$ cat config.mk
export PLATFORM = sky130hd
export DESIGN_NAME = pixie_dma_scheduler
export DESIGN_NICKNAME = d
export VERILOG_FILES = /design/src/rtl/pixie_dma_scheduler.sv
export SDC_FILE = /design/constraint.sdc
export NUM_CORES = 1
export LEC_CHECK = 0
export BUFFER_PORTS_ARGS = -buffer_cell sky130_fd_sc_hd__buf_4
export CAP_MARGIN = 0
export CORE_ASPECT_RATIO = 1.5
export CORE_MARGIN = 2
export CORE_UTILIZATION = 35
export CTS_BUF_LIST = sky130_fd_sc_hd__clkbuf_4
export DETAILED_ROUTE_END_ITERATION = 16
export GPL_ROUTABILITY_DRIVEN = 0
export PLACE_DENSITY = 0.53
export SLEW_MARGIN = 10
export SYNTH_ARGS = -nofsm -noshare
export SYNTH_HDL_FRONTEND = slang
export SYNTH_SLANG_ARGS = --single-unit
$ cat constraint.sdc
create_clock -name clk -period 2.8 [get_ports clk]
set_input_delay 0 -clock clk [delete_from_list [all_inputs] [get_ports clk]]
set_output_delay 0 -clock clk [all_outputs]
set_load 0.05 [all_outputs]
$ cat src/rtl/pixie_dma_scheduler.sv
// pixie_dma_scheduler
//   Frame/line timing and DMA sequencer for an 1861-style display path.
//   Keeps the machine-cycle position inside a 262-line frame and drives
//   DMAO, INT and EFx toward the CDP1802. Each DMA-out cycle the CPU grants
//   (SC=2'b10) becomes a one-clock frame-buffer write strobe with its address.
//   Every state change happens only on a clock where clk_enable is high,
//   which marks one 1802 machine cycle.
//
// Ports
//   clk, reset   clock; asynchronous active-high reset
//   clk_enable   machine-cycle strobe
//   SC           1802 state code (2'b10 DMA cycle, 2'b11 interrupt acknowledge)
//   disp_on      display enable request; also clears underrun
//   disp_off     display disable request; wins over disp_on
//   DMAO         DMA-out request, active low
//   INT          interrupt request, active high
//   EFx          display flag, active low
//   mem_addr     RAM address of the next DMA byte on the current line
//   fb_we        one-clock write strobe per accepted DMA byte
//   fb_waddr     frame-buffer byte address, {row, byte}
//   frame_start  one-clock pulse as the position wraps to line 0, cycle 0
//   underrun     sticky flag: a line ended short of DMA_BYTES transfers
//   state_dbg    current sequencer state (0 idle, 1 wait, 2 request)
//
// Handshake: DMAO low means a request is pending. A byte counts as
// transferred only on a clk_enable clock with SC==2'b10 while the request
// is pending. SC==2'b10 at any other time is ignored.
module pixie_dma_scheduler #(
  parameter int          CYCLES_PER_LINE = 14,
  parameter int          LINES_PER_FRAME = 262,
  parameter int          ACTIVE_FIRST    = 64,
  parameter int          ACTIVE_LINES    = 128,
  parameter int          INT_LINE        = 62,
  parameter int          EF_LEAD         = 4,
  parameter int          DMA_START       = 2,
  parameter int          DMA_LIMIT       = 10,
  parameter int          DMA_BYTES       = 8,
  parameter int          LINE_REPEAT     = 4,
  parameter logic [15:0] BASE_ADDR       = 16'h0900
) (
  input  logic        clk,
  input  logic        reset,
  input  logic        clk_enable,
  input  logic [1:0]  SC,
  input  logic        disp_on,
  input  logic        disp_off,
  output logic        DMAO,
  output logic        INT,
  output logic        EFx,
  output logic [15:0] mem_addr,
  output logic        fb_we,
  output logic [7:0]  fb_waddr,
  output logic        frame_start,
  output logic        underrun,
  output logic [1:0]  state_dbg
);

  typedef enum logic [1:0] {
    S_IDLE = 2'd0,
    S_WAIT = 2'd1,
    S_REQ  = 2'd2
  } state_t;

  state_t      state_q, state_d;
  logic [3:0]  h_cnt;
  logic [8:0]  v_cnt;
  logic [3:0]  byte_cnt, byte_cnt_d;
  logic        display_en, en_d;
  logic        int_done;
  logic        dmao_d, we_d, underrun_d;
  logic [15:0] mem_addr_d;
  logic [7:0]  waddr_d;

  logic        h_last, v_last, active, ef_low, int_win;
  logic [8:0]  v_off;
  logic [4:0]  row;

  assign h_last  = (h_cnt == 4'(CYCLES_PER_LINE - 1));
  assign v_last  = (v_cnt == 9'(LINES_PER_FRAME - 1));
  assign active  = (v_cnt >= 9'(ACTIVE_FIRST)) && (v_cnt < 9'(ACTIVE_FIRST + ACTIVE_LINES));
  assign v_off   = v_cnt - 9'(ACTIVE_FIRST);
  assign row     = 5'(v_off / 9'(LINE_REPEAT));
  assign ef_low  = ((v_cnt >= 9'(ACTIVE_FIRST - EF_LEAD)) && (v_cnt < 9'(ACTIVE_FIRST))) ||
                   ((v_cnt >= 9'(ACTIVE_FIRST + ACTIVE_LINES - EF_LEAD)) &&
                    (v_cnt < 9'(ACTIVE_FIRST + ACTIVE_LINES)));
  assign int_win = (v_cnt == 9'(INT_LINE)) || (v_cnt == 9'(INT_LINE + 1));

  assign state_dbg = state_q;

  // Next-state and next-output logic; everything below is registered.
  always_comb begin
    state_d    = state_q;
    en_d       = display_en;
    byte_cnt_d = byte_cnt;
    mem_addr_d = mem_addr;
    waddr_d    = fb_waddr;
    underrun_d = underrun;
    we_d       = 1'b0;
    dmao_d     = 1'b1;

    if (disp_off) begin
      en_d = 1'b0;
    end else if (disp_on) begin
      en_d       = 1'b1;
      underrun_d = 1'b0;
    end

    unique case (state_q)
      S_IDLE: begin
        if (en_d) state_d = S_WAIT;
      end
      S_WAIT: begin
        if (active && (h_cnt == 4'(DMA_START))) begin
          byte_cnt_d = 4'd0;
          mem_addr_d = BASE_ADDR + {8'd0, row, 3'b000};
          dmao_d     = 1'b0;
          state_d    = S_REQ;
        end
      end
      S_REQ: begin
        dmao_d = 1'b0;
        if (SC == 2'b10) begin
          we_d       = 1'b1;
          waddr_d    = {row, byte_cnt[2:0]};
          byte_cnt_d = byte_cnt + 4'd1;
          mem_addr_d = mem_addr + 16'd1;
        end
        // A transfer on the limit cycle that completes the line beats the
        // underrun check.
        if ((SC == 2'b10) && (byte_cnt == 4'(DMA_BYTES - 1))) begin
          dmao_d  = 1'b1;
          state_d = S_WAIT;
        end else if (h_cnt == 4'(DMA_LIMIT)) begin
          underrun_d = 1'b1;
          dmao_d     = 1'b1;
          state_d    = S_WAIT;
        end
      end
      default: state_d = S_IDLE;
    endcase

    // Disabling drops the line in progress on the same machine cycle.
    if (!en_d) begin
      state_d    = S_IDLE;
      dmao_d     = 1'b1;
      we_d       = 1'b0;
      waddr_d    = fb_waddr;
      byte_cnt_d = byte_cnt;
      mem_addr_d = mem_addr;
      underrun_d = underrun;
    end
  end

  always_ff @(posedge clk or posedge reset) begin
    if (reset) begin
      state_q     <= S_IDLE;
      h_cnt       <= 4'd0;
      v_cnt       <= 9'd0;
      byte_cnt    <= 4'd0;
      display_en  <= 1'b0;
      int_done    <= 1'b0;
      DMAO        <= 1'b1;
      INT         <= 1'b0;
      EFx         <= 1'b1;
      mem_addr    <= BASE_ADDR;
      fb_we       <= 1'b0;
      fb_waddr    <= 8'd0;
      frame_start <= 1'b0;
      underrun    <= 1'b0;
    end else begin
      fb_we       <= 1'b0;
      frame_start <= 1'b0;
      if (clk_enable) begin
        state_q    <= state_d;
        display_en <= en_d;
        byte_cnt   <= byte_cnt_d;
        mem_addr   <= mem_addr_d;
        fb_waddr   <= waddr_d;
        fb_we      <= we_d;
        underrun   <= underrun_d;
        DMAO       <= dmao_d;
        EFx        <= ~ef_low;

        // Position counters free-run regardless of display enable.
        h_cnt <= h_last ? 4'd0 : h_cnt + 4'd1;
        if (h_last) v_cnt <= v_last ? 9'd0 : v_cnt + 9'd1;
        frame_start <= h_last && v_last;

        // An acknowledge inside the window retires INT for the rest of the frame.
        if (h_last && v_last) begin
          int_done <= 1'b0;
        end else if (int_win && (SC == 2'b11)) begin
          int_done <= 1'b1;
        end
        INT <= display_en && int_win && !int_done && (SC != 2'b11);
      end
    end
  end

endmodule

== After elaboration in Yosys (flattened, before gate mapping) ==
Index checks and enable logic that the tools add are counted.

* Magnitude comparators: 5
* Equality and inequality tests: 16
* Bitwise gates (word level): 1
* Reductions and logical operators: 22
* Multiplexer cells: 32
* $add $sub $neg: 6

{| class="wikitable"
|+ Operators by type and width
! cell !! number
|-
| 2-to-1 mux 16 bit || 2
|-
| one-hot mux 16 bit (2 select lines) || 1
|-
| equality test 9 x 6 -> 1 bit (second input constant) || 2
|-
| 2-to-1 mux 1 bit || 18
|-
| adder 16 x 1 -> 16 bit (second input constant) || 1
|-
| adder 12 x 8 -> 13 bit (first input constant) || 1
|-
| 2-to-1 mux 4 bit || 3
|-
| logical AND 1 bit || 10
|-
| adder 9 x 1 -> 9 bit (second input constant) || 1
|-
| equality test 9 bit (second input constant) || 1
|-
| >= comparator 9 x 6 -> 1 bit (second input constant) || 1
|-
| >= comparator 9 x 7 -> 1 bit (second input constant) || 1
|-
| >= comparator 9 x 8 -> 1 bit (second input constant) || 1
|-
| less-than comparator 9 x 7 -> 1 bit (second input constant) || 1
|-
| less-than comparator 9 x 8 -> 1 bit (second input constant) || 1
|-
| 2-to-1 mux 9 bit || 1
|-
| adder 4 x 1 -> 4 bit (second input constant) || 2
|-
| equality test 4 bit (second input constant) || 2
|-
| 2-to-1 mux 2 bit || 4
|-
| one-hot mux 4 bit (2 select lines) || 1
|-
| subtractor 7 bit (second input constant) || 1
|-
| equality test 2 bit (second input constant) || 3
|-
| != test 2 bit (second input constant) || 3
|-
| one-hot mux 2 bit (3 select lines) || 1
|-
| other kinds (15) || 19
|}

* Output and inout port bits: 32
* Register bits: 51
* Bits of input ports: 7

== Depth between registers and ports, before layout ==
Gate-level depths: netlist (run 1).

* Depth in word-level cells: 6
* Depth in mapped cells: 8
* Gate-level depth less buffers: 6

== Worst setup path before layout (run 1) ==
No wires, ideal clock.

* Kind: register to register
* From: register state_q[0], in the netlist state_dbg[0]
* To: register mem_addr[11]
* Data required time: 2.721 ns
* Stages on the path, launching flop included: 9
* Data arrival time: 2.081 ns
* Clock period less this slack: 2.160 ns
* Slack: 0.640 ns
* Cell sequence: dfrtp_1 inv_1 ha_1 and3b_1 and3_1 buf_2 buf_1 nand3_1 a22o_1

* Word-level cells in the longest chain between the ends: 3
* Elaborated cells between the ends (all ways): 7
* Those cells by class: eq/ne (4); mux (1); reduce/logical (2)

{| class="wikitable"
|+ Ends and longest elaborated chain
! what !! RTL line !! source
|-
| start, declared || 64 || <nowiki>state_t state_q, state_d;</nowiki>
|-
| start signal, assigned || 174 || <nowiki>state_q <= state_d;</nowiki>
|-
| equality test 2 bit or equality test 2 x 1 -> 1 bit (tied branches) || 108 || <nowiki>unique case (state_q)</nowiki>
|-
| != test 2 bit (no line) or nonzero test 2 bit (tied branches) || n/a ||
|-
| AND reduction 5 bit (no line) || n/a ||
|-
| end signal, assigned || 177 || <nowiki>mem_addr <= mem_addr_d;</nowiki>
|-
| end, declared || 50 || <nowiki>output logic [15:0] mem_addr,</nowiki>
|}

Several ways; a longest one is shown, not always the timed one.
A chain may end at the register's enable or synchronous reset.

== Final worst setup path (run 1) ==
* From: register h_cnt[1]
* To: register state_q[0], in the netlist state_dbg[0]

* Word-level cells in the longest chain between the ends: 4
* Elaborated cells between the ends (all ways): 6
* Those cells by class: eq/ne (4); reduce/logical (2)

{| class="wikitable"
|+ Ends and longest elaborated chain
! what !! RTL line !! source
|-
| start, declared || 65 || <nowiki>logic [3:0] h_cnt;</nowiki>
|-
| start signal, assigned || 185 || <nowiki>h_cnt <= h_last ? 4'd0 : h_cnt + 4'd1;</nowiki>
|-
| equality test 4 x 2 -> 1 bit || 113 || <nowiki>if (active && (h_cnt == 4'(DMA_START))) begin</nowiki>
|-
| logical AND 1 bit || 113 ||
|-
| != test 3 bit (no line) || n/a ||
|-
| AND reduction 3 bit (no line) (*) || n/a ||
|}

Mark *: on every way between the ends. The rest lies on a longest branch, timed or not.

==> impl_metrics.py, run 1 <==
metrics = {
    "floorplan": {
        "rows": 39,
        "die_y_um": 113,
        "initial_core_util_pct": 36.2,
        "core_area_um2": 7610,
        "ioPinCount": 39,
        "fp.dieW_um": 76.5,
        "dieArea_um2": 8620,
    },
    "clock_tree": {
        "htreeDepth": 2,
        "cts.sinks": 51,
        "insertion_delay_ns": 0.39,
        "cts_buffer_depth": 2,
        "clkTransAtPathRegs_ns": 0.16,
        "cts_tree": "yes",
        "post_cts_resized": 0,
        "numCtsBuffers": 5,
        "root_buffer": "clkbuf_4",
    },
    "logic_synthesis": {
        "ys_warn_count": 0,
        "synth.distinct_cells": 53,
        "syn-num-nets": 306,
        "synth-edff-count": 0,
        "syn-cell-area_um2": 2760,
        "synth_cells": 289,
        "synth_seq_cells": 51,
        "ys.flop_type": "dfrtp_1",
        "synth_async_sr_flop_share_pct": 100,
        "syn_area_per_cell_um2": 9.55,
        "yosysSeqAreaShare_pct": 46.4,
    },
    "sta": {
        "clock_skew_ns": 0.0101,
        "tightest_slew_ns": 0.660,
        "slew_viol_final": 0,
        "setup_viol": 0,
        "max_slew_margin_pct": 55.9,
        "timing.final.crit_period_ns": 2.23,
        "finalHoldViolations": 0,
        "rsz0062_at_grt": "no",
        "finalCritPeriodShare_pct": 79.5,
        "fmax_ghz": 0.449,
        "fin_tns_setup_ns": 0,
    },
    "critical_path": {
        "crit_fanout": 17,
        "r2r_setup_slack_ns": 0.57,
        "cp_data_arrival_time_ns": 2.54,
        "critPathCaptureType": "flop",
        "critical_path.cell_chain": "or3b_4 -> o41a_4 -> or4_1 -> o211ai_1",
        "slowest_delay_ns": 0.54,
        "critical-path-slowest-cell": "dfrtp_1",
        "critPathTopFamily": "simple AND/OR/NAND/NOR gates",
        "path_class": "reg -> reg",
        "crit_required_ns": 3.11,
        "start_kind": "flop",
        "critPathBufInv": 0,
    },
    "final_layout": {
        "final_cells": 436,
        "diodes": 0,
        "drive_above_1_share_pct": 21.3,
        "syn_to_final_growth_pct": 19.1,
        "nets": 350,
        "layout_commonest_cell": "dfrtp_1",
        "mostFrequentLayoutCells": "dfrtp_1 (47), buf_4 (43), o21ai_0 (27), nand2_1 (27)",
    },
    "global_routing": {
        "antenna_found_initial": 0,
        "overflow": 0,
        "globalRouteTotalUtil_pct": 17.4,
        "grt_pass1_vias": 2383,
        "grt_pass1_wl_um": 12000,
        "grt_max_degree": 31,
    },
    "drt": {
        "top_layer_used": "met4",
        "wl_per_cell_um": 16.3,
        "first_iter_violations": 100,
        "wl_um": 7110,
        "drc": 0,
        "viasPerCell": 5.50,
        "met1_length_um": 2990,
        "num_vias": 2396,
        "ant_nets": 0,
        "dr.pass1.iters": 4,
        "wl_met3_um": 214,
        "route.met2.wl_um": 3690,
    },
    "placed_design": {
        "dpl.cell_count": 421,
        "dpl.hpwl_um": 5120,
        "port_buffers": 38,
    },
    "flow_run": {
        "cap_violations": 0,
    },
    "outcome": {
        "status": "finished, final reports clean",
    },
    "pwr": {
        "p_leak_nw": 1.43,
        "p_per_area_nw_per_um2": 800,
        "vdd_drop_max_mv": 0.369,
    },
    "worst_hold_path": {
        "hp-class": "in -> reg",
    },
}
-- cell type report --
class / instances / area, um^2
Timing Repair Buffer: 50 / 393
Tap cell: 102 / 128
Inverter: 13 / 48.8
Fill cell: 796 / 4330
Clock inverter: 3 / 20.0
Sequential cell: 51 / 1280
Multi-Input combinational cell: 212 / 1380
Clock buffer: 5 / 37.5
-- stage by stage --
| stage | setup WS [ns] | power (W) | area (um^2) | util (%) | hold slack, ns |
|---|---|---|---|---|---|
| 5_1_grt | 0.468 | 0.00281 | 3290 | 43.2 | 0.0834 |
| 6_report | 0.573 | 0.00263 | 3290 | 43.2 | 0.0734 |
| 3_5_place_dp | 0.583 | 0.00228 | 3160 | 41.5 | 0.153 |
| 4_1_cts | 0.567 | 0.00265 | 3290 | 43.2 | 0.0491 |
| 3_3_place_gp | 0.627 | 0.00226 | 3160 | 41.5 | 0.155 |
| 2_1_floorplan | 0.640 | 0.00193 | 2760 | - | 0.158 |
-- worst reg2reg max path: cells and delay by family, from the launching register on --
kind	cells	cell delay, ns
and+or+nand+nor	2	0.99
AOI/OAI and AO/OA	2	0.64
DFF	1	0.54
-- flip-flops by register name (all words and copies together) (netlist names), 2 cells and up --
register	cells
v_cnt	9
h_cnt	4
mem_addr	16
state_dbg	2
byte_cnt	4
fb_waddr	8
-- synth_stat cells, types with 2 or more instances --
cell / number / area share, %
a211oi_1: 2 / 0.54
a21o_1: 2 / 0.54
a21oi_1: 9 / 1.6
a2bb2oi_1: 2 / 0.64
a31oi_1: 11 / 2.5
and3_1: 5 / 1.1
buf_1: 3 / 0.41
buf_2: 2 / 0.36
clkbuf_1: 8 / 1.1
dfrtp_1: 47 / 43
dfstp_2: 4 / 3.8
ha_1: 10 / 4.5
inv_1: 13 / 1.8
mux2_2: 7 / 2.9
mux2i_1: 2 / 0.73
nand2_1: 27 / 3.7
nand2b_1: 4 / 0.91
nand3_1: 19 / 3.4
nand4_1: 8 / 1.8
nor2_1: 19 / 2.6
nor2b_1: 3 / 0.68
nor3_1: 5 / 0.91
nor4_1: 6 / 1.4
o211a_1: 2 / 0.73
o211ai_1: 6 / 1.6
o21ai_0: 27 / 4.9
o311ai_0: 2 / 0.64
o31ai_1: 2 / 0.54
or2_2: 2 / 0.45
or3_1: 2 / 0.45
xnor2_1: 5 / 1.6
xor2_1: 2 / 0.64
-- cell families after synthesis --
family	after synthesis	synth area share (%)
adders and majority gates	10	4.54
muxes	9	3.58
buffers and inverters	26	3.63
AOI/OAI and AO/OA	78	19.6
DFF	51	46.4
and+or+nand+nor	108	20.0
xor gates and xnor gates	7	2.22
-- report_power, final --
group / internal [W] / switching, W
sequential: 0.000905 / 0.000253
clock: 0.0000971 / 0.000260
combinational: 0.000386 / 0.000728
total: 0.00139 / 0.00124
-- per-layer routing --
layer	up-vias	track usage (%)
met5	-	0
li1	1145	-
met3	16	3.11
met1	1180	21.1
met2	55	29.9
met4	0	8.48
-- worst paths after layout --
path | start | to | depth (start not counted)
setup / recovery | h_cnt[1]$_DFFE_PP0P_ | state_dbg[0]$_DFFE_PP0P_ | 4
hold / removal | SC[1] | underrun$_DFFE_PP0P_ | 4
setup reg to reg | h_cnt[1]$_DFFE_PP0P_ | state_dbg[0]$_DFFE_PP0P_ | 4
hold reg to reg | EFx$_DFFE_PP1P_ | EFx$_DFFE_PP1P_ | 2
max in group asynchronous | reset | mem_addr[11]$_DFFE_PP1P_ | 4
min in group asynchronous | reset | frame_start$_DFF_PP0_ | 3
-- repair_timing --
action / in CTS / in global routing
hold buffers: 7 / 0
hold endpoints to repair: 37 / 0
buffers inserted: 0 / 0
Power figures use the tool's default switching activity.
==> inputs of run 2 (changes only) <==
--- a/config.mk
+++ b/config.mk
@@ -5,6 +5,7 @@
 export SDC_FILE = /design/constraint.sdc
 export NUM_CORES = 1
 export LEC_CHECK = 0
+export ABC_AREA = 1
 export BUFFER_PORTS_ARGS = -buffer_cell sky130_fd_sc_hd__buf_4
 export CAP_MARGIN = 0
 export CORE_ASPECT_RATIO = 1.5
==> constraint.sdc (replaced) <==
create_clock -name clk -period 2.18 [get_ports clk]
set_input_delay 0 -clock clk [delete_from_list [all_inputs] [get_ports clk]]
set_output_delay 0 -clock clk [all_outputs]
set_load 0.05 [all_outputs]
==> run 2 against run 1 <==
Register-to-register slack got worse by 0.28 ns; first-iteration DRC count up 8.0%; sequential share of layout area fell by 1.3 points; maximum frequency increased by 18%; clock skew fell by 0.0012 ns; power increased by 28%; final cell count rose by 22%; critical path type unchanged; via count increased by 4.9%.
==> impl_metrics.py, run 2 <==
metrics = {
    "outcome": {
        "status": "finished, final reports clean",
    },
    "logic_synthesis": {
        "synth.top_cells.by_count": "nand2_1 (118), dfrtp_1 (47), inv_1 (47), nor2_1 (35), o21ai_0 (25)",
        "synth-edff-count": 0,
        "ys_warn_count": 0,
        "synthTopCellsByArea": "dfrtp_1 (41%), nand2_1 (15%), inv_1 (6.1%)",
        "synth_async_sr_flop_share_pct": 100,
        "synth_compound_area_share_pct": 8.42,
        "synthXorXnorAreaFrac_pct": 3.04,
        "synth_seq_cells": 51,
        "syn-num-nets": 395,
        "synthMuxAreaShare_pct": 0,
        "yosys.area_share.simple_pct": 31.4,
        "synthAdderAreaFrac_pct": 4.34,
        "syn-cell-area_um2": 2880,
        "yosysSeqAreaShare_pct": 44.4,
        "syn_area_per_cell_um2": 7.63,
        "synth_most_common_cell": "nand2_1",
        "synth_cells": 378,
        "ys.flop_type": "dfrtp_1",
        "synth_top_family_by_area": "simple AND/OR/NAND/NOR gates",
        "synth.distinct_cells": 35,
        "yosys.area.top_type": "dfrtp_1",
        "synth_top_area_share_pct": 40.8,
    },
    "drt": {
        "wl_um": 6730,
        "route.met2.wl_um": 3530,
        "ant_nets": 0,
        "top_layer_used": "met4",
        "num_vias": 2514,
        "wl_met3_um": 188,
        "first_iter_violations": 108,
        "wl_per_cell_um": 12.7,
        "dr.pass1.iters": 4,
        "drc": 0,
        "met1_length_um": 2880,
        "viasPerCell": 4.73,
    },
    "floorplan": {
        "core_area_um2": 8010,
        "die_y_um": 115,
        "ioPinCount": 39,
        "rows": 40,
        "initial_core_util_pct": 36.0,
        "dieArea_um2": 9000,
        "fp.dieW_um": 78.1,
    },
    "critical_path": {
        "critical-path-slowest-cell": "dfrtp_1",
        "cp_data_arrival_time_ns": 2.18,
        "startpoint": "state_dbg[0]$_DFFE_PP0P_",
        "crit_required_ns": 2.47,
        "critical_path.cell_chain": "inv_1 -> ha_1 -> inv_2 -> nand2_1 -> a21oi_2 -> nand2_4 -> inv_2 -> nand2_1 -> o21ai_0",
        "path_class": "reg -> reg",
        "r2r-start": "state_dbg[0]$_DFFE_PP0P_",
        "start_kind": "flop",
        "critPathCaptureType": "flop",
        "slowest_delay_ns": 0.44,
        "crit_fanout": 20,
    },
    "sta": {
        "fin_tns_setup_ns": 0,
        "finalCritPeriodShare_pct": 86.6,
        "max_slew_margin_pct": 59.1,
        "finalHoldViolations": 0,
        "rsz0062_at_grt": "no",
        "fmax_ghz": 0.530,
        "setup_viol": 0,
        "clock_skew_ns": 0.00884,
        "slew_viol_final": 0,
        "timing.final.crit_period_ns": 1.89,
        "tightest_slew_ns": 0.613,
    },
    "final_layout": {
        "stdcell_area_um2": 3390,
        "drive_above_1_share_pct": 16.7,
        "syn_to_final_growth_pct": 17.7,
        "largest_reg_flops": 16,
        "top_regs": "mem_addr x16, v_cnt x9, fb_waddr x8",
        "regMostFlops": "mem_addr",
        "diodes": 0,
        "layout_commonest_cell": "nand2_1",
        "mostFrequentLayoutCells": "nand2_1 (118), dfrtp_1 (47), inv_1 (46)",
        "nets": 442,
    },
    "placed_design": {
        "dpl_cell_area_um2": 3280,
        "port_buffers": 38,
        "dpl.hpwl_um": 5090,
    },
    "pwr": {
        "vdd_drop_max_mv": 0.446,
        "p_per_area_nw_per_um2": 994,
        "p_leak_nw": 1.68,
    },
    "clock_tree": {
        "cts_tree": "yes",
        "cts_buffer_depth": 2,
        "htreeDepth": 2,
        "clkTransAtPathRegs_ns": 0.15,
        "numCtsBuffers": 5,
        "insertion_delay_ns": 0.36,
        "root_buffer": "clkbuf_4",
        "cts.sinks": 51,
    },
    "global_routing": {
        "grt_max_degree": 28,
        "overflow": 0,
        "grt_pass1_wl_um": 11500,
        "globalRouteTotalUtil_pct": 16.1,
        "grt_pass1_vias": 2393,
        "antenna_found_initial": 0,
    },
    "flow_run": {
        "cap_violations": 0,
    },
    "worst_hold_path": {
        "hp-class": "in -> reg",
        "min_from": "SC[0]",
    },
}
==> run 2: stage by stage <==
step	setup WS, ns	power [W]	hold slack [ns]	utilization, %	instances
final	0.292	0.00337	0.0189	42.4	531
after global routing	0.0546	0.00365	0.0000213	42.4	531
after CTS	0.271	0.00341	0.00692	42.4	531
after detailed placement	0.285	0.00294	0.120	40.9	517
after global placement	0.376	0.00292	0.116	40.9	517
after floorplan	0.0817	0.00252	0.0909	-	378
==> run 2: timing repair <==
item,in CTS,in global routing
endpoints found under the hold margin,32,0
hold buffers,6,0
setup buffers,0,0
setup endpoints to repair,0,0
gates resized for setup,0,0
==> run 2: area by class of cell <==
cell class / instances / area [um^2]
Clock inverter: 1 / 5.00
Clock buffer: 7 / 52.6
Inverter: 49 / 184
Sequential cell: 51 / 1280
Multi-Input combinational cell: 271 / 1360
Fill cell: 878 / 4610
Tap cell: 105 / 131
Timing Repair Buffer: 47 / 380
==> run 2: final timing paths <==
kind                                                 to  slack [ns]  cells after the start
max in group asynchronous       mem_addr[8]$_DFFE_PP1P_        1.31                      4
worst max register to register  byte_cnt[2]$_DFFE_PP0P_        0.29                      9
worst max-delay path            byte_cnt[2]$_DFFE_PP0P_        0.29                      9
worst min-delay path                    fb_we$_DFF_PP0_        0.02                      4
worst min register to register          EFx$_DFFE_PP1P_        0.48                      2
min in group asynchronous       mem_addr[5]$_DFFE_PP0P_        0.25                      3
==> run 2: critical path, delay by kind of cell (launching register included) <==
kind	cells	cell delay [ns]
flops	1	0.44
buf+inv	3	0.44
simple gates	3	0.34
compound gates	2	0.30
fa+ha+maj	1	0.28
==> run 2: power by group <==
group	switching [W]	total (W)	internal, W
logic	0.000969	0.00143	0.000464
clock network	0.000300	0.000452	0.000152
registers	0.000292	0.00149	0.00120
total	0.00156	0.00337	0.00181
==> run 2: cells by family after synthesis <==
kind of cell | Yosys count
adder cells (fa/ha/maj) | 10
XOR/XNOR | 10
AND/OR/NAND/NOR | 207
flip-flops | 51
buffers and inverters | 56
AO/OA/AOI/OAI | 44
==> run 2: routing by layer <==
| layer | global-route usage (%) | vias to the layer above |
|---|---|---|
| li1 | - | 1287 |
| met1 | 18.7 | 1177 |
| met2 | 30.2 | 39 |
| met3 | 2.28 | 11 |
| met4 | 5.03 | 0 |
| met5 | 0 | - |
==> inputs of run 3 (changes only) <==
--- a/config.mk
+++ b/config.mk
@@ -14,7 +14,6 @@
 export CTS_BUF_LIST = sky130_fd_sc_hd__clkbuf_4
 export DETAILED_ROUTE_END_ITERATION = 16
 export GPL_ROUTABILITY_DRIVEN = 0
-export PLACE_DENSITY = 0.53
 export SLEW_MARGIN = 10
 export SYNTH_ARGS = -nofsm -noshare
 export SYNTH_HDL_FRONTEND = slang
==> run 3 against run 2 <==
Critical path depth stayed put; via count is 0.76% higher; sequential power hardly changed; worst setup slack worse by 0.012 ns; design area is 0.26% higher; die area stayed put; wire length is 0.34% lower; non-clock buffer count is 2 higher; sequential share of layout area is 0.097 points lower; worst hold slack better by 0.067 ns; global-route usage is 0.099 points higher; critical endpoint is now mem_addr[8]$_DFFE_PP1P_.
==> impl_metrics.py, run 3 (synthesis results as in run 2) <==
metrics = {
    "outcome": {
        "status": "finished, final reports clean",
    },
    "sta": {
        "slew_viol_final": 0,
        "fin_tns_setup_ns": 0,
        "setup_viol": 0,
        "tightest_slew_ns": 0.376,
        "max_slew_margin_pct": 74.9,
        "hold-worst-slack_ns": 0.0863,
        "finalHoldViolations": 0,
        "fmax_ghz": 0.526,
        "rsz0062_at_grt": "no",
        "timing.final.crit_period_ns": 1.90,
        "clock_skew_ns": 0.0285,
        "finalCritPeriodShare_pct": 87.2,
    },
    "pwr": {
        "comb_power_share_pct": 42.4,
        "vdd_drop_max_mv": 0.450,
        "swShare_pct": 46.9,
        "fin_total_pwr_w": 0.00340,
        "switching_power_w": 0.00160,
        "p_per_area_nw_per_um2": 1000,
        "seqPwrFrac_pct": 43.8,
        "p_leak_nw": 1.68,
        "p_clk_share_pct": 13.9,
        "intPower_w": 0.00181,
    },
    "worst_hold_path": {
        "hp-class": "in -> reg",
    },
    "critical_path": {
        "startpoint": "state_dbg[0]$_DFFE_PP0P_",
        "worstSetupEndpoint": "mem_addr[8]$_DFFE_PP1P_",
        "crit_required_ns": 2.49,
        "cp_data_arrival_time_ns": 2.21,
        "ff2ff_path_depth": 9,
        "reg2reg_to": "mem_addr[8]$_DFFE_PP1P_",
        "r2r-start": "state_dbg[0]$_DFFE_PP0P_",
        "path_class": "reg -> reg",
        "r2r_setup_slack_ns": 0.28,
        "critPathCaptureType": "flop",
        "crit_fanout": 20,
        "start_kind": "flop",
    },
    "drt": {
        "first_iter_violations": 95,
        "dr.pass1.iters": 4,
        "viasPerCell": 4.75,
        "wl_um": 6710,
        "num_vias": 2533,
        "drc": 0,
        "ant_nets": 0,
        "wl_per_cell_um": 12.6,
    },
    "clock_tree": {
        "cts_setup_buffers": 0,
        "insertion_delay_ns": 0.40,
        "clkTransAtPathRegs_ns": 0.15,
        "numCtsBuffers": 5,
        "cts.sinks": 51,
        "htreeDepth": 2,
        "cts_tree": "yes",
        "cts_buffer_depth": 2,
        "root_buffer": "clkbuf_4",
    },
    "final_layout": {
        "fin_util_pct": 42.5,
        "diodes": 0,
        "nets": 444,
        "top_regs": "mem_addr x16, v_cnt x9, fb_waddr x8",
        "regMostFlops": "mem_addr",
        "fillCellCount": 873,
        "largest_reg_flops": 16,
        "final-seq-area_um2": 1280,
        "stdcell_area_um2": 3400,
        "multi_input_area_um2": 1360,
        "mostFrequentLayoutCells": "nand2_1 (118), dfrtp_1 (47), inv_1 (46)",
        "drive_above_1_share_pct": 16.8,
        "layout_commonest_cell": "nand2_1",
        "syn_to_final_growth_pct": 18.0,
    },
    "global_routing": {
        "grt_max_degree": 21,
        "grt_pass1_vias": 2495,
        "globalRouteTotalUtil_pct": 16.2,
        "antenna_found_initial": 0,
        "grt_pass1_wl_um": 11500,
        "overflow": 0,
    },
    "placed_design": {
        "port_buffers": 38,
        "dpl_cell_area_um2": 3270,
        "dpl.hpwl_um": 5110,
    },
    "floorplan": {
        "initial_core_util_pct": 36.0,
        "core_area_um2": 8010,
        "rows": 40,
        "fp.dieW_um": 78.1,
        "ioPinCount": 39,
        "die_y_um": 115,
        "dieArea_um2": 9000,
    },
    "flow_run": {
        "cap_violations": 0,
    },
}
[run 3: power by group through the flow]
stage / registers, W / logic, W / clock network, W
finish: 0.00149 / 0.00144 / 0.000472
global route: 0.00153 / 0.00161 / 0.000532
CTS: 0.00149 / 0.00145 / 0.000490
detailed placement: 0.00151 / 0.00144 / 0
global placement: 0.00150 / 0.00141 / 0
floorplan: 0.00183 / 0.000688 / 0
[run 3: per-layer routing]
layer	vias up	share of wire, %	GRT usage (%)
met2	32	53	30.5
met4	0	2.3	5.73
met3	11	2.4	2.90
met1	1191	42	18.1
li1	1299	-	-
met5	-	0	0
[run 3: cell type report]
type | instances | share of cell area [%]
multi-input cells | 271 | 40.0
inverters | 49 | 5.40
repair buffers | 49 | 11.3
flip-flops and latches | 51 | 37.6
clock buffers | 6 | 1.32
clock inverters | 2 | 0.478
well taps | 105 | 3.86
[run 3: how the worst min path moves through the flow]
| stage | start | to | slack, ns | depth (start not counted) |
|---|---|---|---|---|
| 4_1_cts | disp_on | display_en$_DFFE_PP0P_ | 0.06 | 5 |
| 3_3_place_gp | reset | v_cnt[1]$_DFFE_PP0P_ | 0.003 | 2 |
| 3_5_place_dp | reset | v_cnt[1]$_DFFE_PP0P_ | 0.004 | 2 |
| 5_1_grt | disp_on | display_en$_DFFE_PP0P_ | 0.1 | 5 |
| 2_1_floorplan | clk_enable | EFx$_DFFE_PP1P_ | 0.09 | 2 |
| 6_report | disp_on | display_en$_DFFE_PP0P_ | 0.09 | 5 |
[run 3: per-stage QoR]
step                instances  setup slack (ns)
global placement          518             0.380
detailed placement        518             0.256
finish                    533             0.280
floorplan                 378            0.0817
CTS                       533             0.245
global route              533            0.0967
[run 3: worst max-delay path: stages, from the launching register on]
cell and delay [ns]:
dfrtp_1 0.44, inv_1 0.09, ha_1 0.29, inv_2 0.16
nand2_1 0.08, a21oi_2 0.22, nand2_4 0.19, inv_2 0.21
nand2_1 0.06, o21ai_0 0.07
[run 3: what timing repair did]
action	CTS	global route
endpoints found under the hold margin	59	0
hold buffers	7	0
gates resized for setup	0	0
